===== src/rtl/div_pkg.sv =====
// div_pkg: shared state encoding and helpers for booth_signed_divider.
package div_pkg;
  typedef enum logic [1:0] {IDLE, CALC, FIX} state_t;
  function automatic int clog2(input int v);
    int r;
    r = 0;
    while ((1 << r) < v) r++;
    return r;
  endfunction
  function automatic logic [63:0] neg_if(input logic [63:0] v, input logic s);
    return s ? -v : v;
  endfunction
endpackage


===== src/rtl/div_step.sv =====
// div_step: one combinational restoring-division step on magnitudes.
module div_step #(
  parameter int nb = 8
) (
  input  logic [nb:0]   r,
  input  logic [nb-1:0] d,
  input  logic          din,
  output logic [nb:0]   r_n,
  output logic          q
);
  logic [nb+1:0] sh, diff;
  always_comb begin
    sh = {r, din};
    diff = sh - {2'b00, d};
    q = ~diff[nb+1];
    r_n = (nb+1)'(q ? diff : sh);
  end
endmodule


===== src/rtl/booth_signed_divider.sv =====
// booth_signed_divider: sequential signed divider, one quotient bit per clock.
// Define DIV_ZERO_DETECT_EN to bypass zero divisors straight to the result stage.
module booth_signed_divider
  import div_pkg::*;
#(
  parameter int nb = 8
) (
  input  logic          clk,
  input  logic          rst_n,
  input  logic          start,
  input  logic [nb-1:0] A,
  input  logic [nb-1:0] B,
  output logic [nb-1:0] Quotient,
  output logic [nb-1:0] Remainder,
  output logic          ready,
  output logic          ovf,
  output logic          dz
);
`ifdef DIV_ZERO_DETECT_EN
  localparam bit DZ = 1'b1;
`else
  localparam bit DZ = 1'b0;
`endif
  localparam int CW = clog2(nb + 1);
  state_t state;
  logic [CW-1:0] count;
  logic [nb:0] rem, rem_n;
  logic [nb-1:0] dvd, dvs;
  logic sa, sb, ovf_p, dz_p, q_bit;
  div_step #(.nb(nb)) u_step (
    .r  (rem),
    .d  (dvs),
    .din(dvd[nb-1]),
    .r_n(rem_n),
    .q  (q_bit)
  );
  always_ff @(posedge clk or negedge rst_n) begin
    if (!rst_n) begin
      state <= IDLE;
      count <= '0;
      rem <= '0;
      dvd <= '0;
      dvs <= '0;
      sa <= 1'b0;
      sb <= 1'b0;
      ovf_p <= 1'b0;
      dz_p <= 1'b0;
      Quotient <= '0;
      Remainder <= '0;
      ready <= 1'b1;
      ovf <= 1'b0;
      dz <= 1'b0;
    end else begin
      case (state)
        IDLE: if (start) begin
          dvd <= nb'(neg_if(64'(A), A[nb-1]));
          dvs <= nb'(neg_if(64'(B), B[nb-1]));
          sa <= A[nb-1];
          sb <= B[nb-1];
          rem <= '0;
          count <= CW'(nb);
          ovf_p <= (A == {1'b1, {(nb-1){1'b0}}}) && (B == '1);
          dz_p <= DZ && (B == '0);
          state <= (DZ && (B == '0)) ? FIX : CALC;
          ready <= 1'b0;
        end
        CALC: begin
          rem <= rem_n;
          dvd <= {dvd[nb-2:0], q_bit};
          count <= count - CW'(1);
          if (count == CW'(1)) state <= FIX;
        end
        FIX: begin
          // dvd now holds the magnitude quotient; on a zero-divisor bypass it still holds |A|
          Quotient <= dz_p ? '0 : nb'(neg_if(64'(dvd), sa ^ sb));
          Remainder <= nb'(neg_if(64'(dz_p ? dvd : rem[nb-1:0]), sa));
          ovf <= ovf_p;
          dz <= dz_p;
          ready <= 1'b1;
          state <= IDLE;
        end
        default: state <= IDLE;
      endcase
    end
  end
endmodule

===== config.mk =====
export PLATFORM = sky130hd
export DESIGN_NAME = booth_signed_divider
export DESIGN_NICKNAME = d
export VERILOG_FILES = /design/src/rtl/div_pkg.sv /design/src/rtl/div_step.sv /design/src/rtl/booth_signed_divider.sv
export SDC_FILE = /design/constraint.sdc
export NUM_CORES = 1
export LEC_CHECK = 0
export CORE_ASPECT_RATIO = 0.5
export CORE_MARGIN = 3
export CORE_UTILIZATION = 40
export CTS_CLUSTER_SIZE = 8
export DETAILED_ROUTE_END_ITERATION = 8
export HOLD_SLACK_MARGIN = 0.08
export SLEW_MARGIN = 20
export SYNTH_ARGS = -nofsm -noshare
export SYNTH_HDL_FRONTEND = slang
export SYNTH_SLANG_ARGS = --single-unit

===== constraint.sdc =====
create_clock -name clk -period 1.97 [get_ports clk]
set_input_delay 0.4925 -clock clk [delete_from_list [all_inputs] [get_ports clk]]
set_output_delay 0.4925 -clock clk [all_outputs]
set_load 0.02 [all_outputs]

==> metrics <==
outcome=complete, but fails checks; violated checks=negative setup slack; Hold Path Class=primary input to asynchronous set/reset pin; Final min period=2.111 ns; most common cell in the netlist=dfrtp_1; crit end category=flop; die width=129.1 um; predominant post-synthesis flop cell=dfrtp_1; Area Overhead vs Synth=39.16%; CTS tree=done; EDFF count, synth=0; first-pass GRT wire length=12390 um; # Max-Cap Violations=0; CTS Buf Count=5; # IOs=38; Remaining DRCs=0; clock root cell=clkbuf_16; Pre-Repair DR Iteration Count=4; detailed placer's ending HPWL=5515 um; largest net degree at the start of global routing=53; gpl congestion=0.8759; area of the die=8717 sq um; final WL=7457 um; Area contributors post-synth=dfrtp_1 42%, o21ai_0 6.6%, ha_1 6.2%; Post-Place Setup Slack=-0.2085 ns; Setup Skew=0.009194 ns; initial core utilization=43.18%; # diodes=0; H-tree depth=2; Final Setup Violations=9; CP max-delay cell=dfrtp_1; period utilization=107.1%; share of the synthesized area in the top cell type=42.13%; Post-synth top cells=51 x dfrtp_1, 44 x nand2_1, 40 x o21ai_0; Synth async-reset ratio=100.0%; Clk Latency, worst-skew pair=0.29 ns; critical path's largest stage delay=0.40 ns; Pwr Density=1925 nW/um^2; register area=1305 sq um; #FFs+latches synth=52; Clock transition at path regs=0.07 ns; GRT overflow=0; clk sinks=52; cts hold-fix bufs=0; Lkg Pwr=1.919 nW; Fillers=605; initial drt markers=183; Clock Path Buffers=2; chip height=67.54 um; NumNets Final=450; most used cell along the critical path=inv_2; Via density=5.093; post-synthesis cell type count=50; critical path data required time=2.17 ns; GRT busiest layer=met2; Yosys top cell by area=dfrtp_1; finished layout cell area=4215 sq um; routed len/inst=14.68 um; met3 GRT Util=4.186%; Core Area=7015 sq um; Post-Syn Nets=363; GR Util met1=23.44%; Synth Area per Inst=9.235 sq um; register area share after synthesis=43.00%; crit path DAT=2.31 ns; Mapped Cells=328; worst hold margin=0.1790 ns; Buffers on Ports=36; CP Class=flop to flop; DRT antenna net count=0; fmax=473.8 MHz; vias in the first global route=2560; GRT Util Overall=18.25%; critical-path cell list=inv_2, ha_4, inv_2, fa_2, a21o_1, a221oi_2, buf_4, xnor2_2, mux2i_1, o21ai_1; met2 usage=31.38%; fin. max-slew vios=0; RSZ-0062 raised after global routing=true; PnR worst setup slack=-0.1407 ns; ratio of cells with drive above 1 in the final layout=23.32%; synthesized area=3029 sq um; initial antenna violation count=1; synth warn=0; Hold Fails Final Rpt=0; Worst VDD drop=674.9 uV; Startpoint Class=flop; worst-path fanout max=2; row count=21; multi-input logic area=1725 sq um; dpl cell area=3882 sq um; Setup TNS Final=-0.6430 ns; Via Count=2587
## routing by layer
layer | part of all wire, % | wire length [um] | vias up
met5 | 0 | 0 | -
li1 | - | - | 1304
met1 | 48 | 3549 | 1225
met2 | 48 | 3573 | 52
met3 | 3.5 | 264 | 6
met4 | 0.93 | 69 | 0
## critical path: cells and delay by family (launching register included)
| kind | cells | cell delay (ns) |
|---|---|---|
| buf+inv | 3 | 0.29 |
| mux | 1 | 0.09 |
| flops | 1 | 0.40 |
| xor+xnor | 1 | 0.10 |
| compound gates | 3 | 0.66 |
| fa+ha+maj | 2 | 0.46 |
## placed cells by master (no fill, tap or decap), types with 3 or more instances in the layout
cell type         n
a21oi_1           6
a22oi_1           6
buf_4            54
buf_6             3
clkbuf_16         5
clkdlybuf4s50_1  35
dfrtp_1          49
ha_1             10
ha_4              5
inv_1            13
inv_2             6
mux2i_1          12
nand2_1          42
nand2b_1          9
nand3_1          11
nor2_1           13
nor2b_1           3
nor3_1            4
o21ai_0          39
o21ai_1           8
o31ai_1           5
or3_1             4
xnor2_1          14
xor2_1           14
## repair_timing
action	CTS	global route
endpoints found under the hold margin	0	0
gates cloned	1	0
gates resized for setup	12	10
buffers inserted	4	5
endpoints found under the setup margin	10	10
pin swaps	6	8
## worst paths after layout
check,from,to,slack [ns],cells after the start
min in group clk,ready,ready,0.47,2
worst min-delay path,rst_n,dvs[3],0.18,2
worst max-delay path,dvd[7],rem[6],-0.14,10
max in group asynchronous,rst_n,ready,1.50,2
worst min register to register,ready,ready,0.47,2
worst max register to register,dvd[7],rem[6],-0.14,10
## sequential cells by signal, summed over array words and instances (netlist names), 2 cells and up
name and count:
count 4, Quotient 8, rem 9, dvd 8, state 2, dvs 8, Remainder 8
## power by group
part           switching, W  total (W)  internal (W)
clock              0.000390   0.000989      0.000599
sequential         0.000432    0.00199       0.00156
combinational       0.00247    0.00513       0.00266
## final cells by class
| type | instances | area share [%] |
|---|---|---|
| clock buffers | 6 | 3.057 |
| multi-input cells | 242 | 40.93 |
| flip-flops and latches | 52 | 30.96 |
| repair buffers | 95 | 19.80 |
| clock inverters | 2 | 0.8311 |
| well taps | 92 | 2.731 |
| inverters | 19 | 1.692 |
## cell families (layout without fill, tap and decap cells)
logic type | count (synthesis) | after routing | share of synthesized area (%)
and+or+nand+nor | 101 | 101 | 15.99
AOI/OAI and AO/OA | 80 | 80 | 15.90
DFF | 52 | 52 | 43.00
buffers and inverters | 35 | 122 | 4.874
xor gates and xnor gates | 30 | 31 | 8.922
adders and majority gates | 16 | 16 | 6.857
muxes | 13 | 13 | 4.337
other | 1 | 1 | 0.1238
## per-stage QoR
step                      total power, W  util [%]  cells
after global routing            0.008779     60.09    508
final                           0.008115     60.09    508
after global placement          0.006326     55.34    490
after floorplan                 0.004863         -    328
after detailed placement        0.006487     55.34    490
after CTS                       0.007827     59.03    503
(Power assumes the default switching activity.)
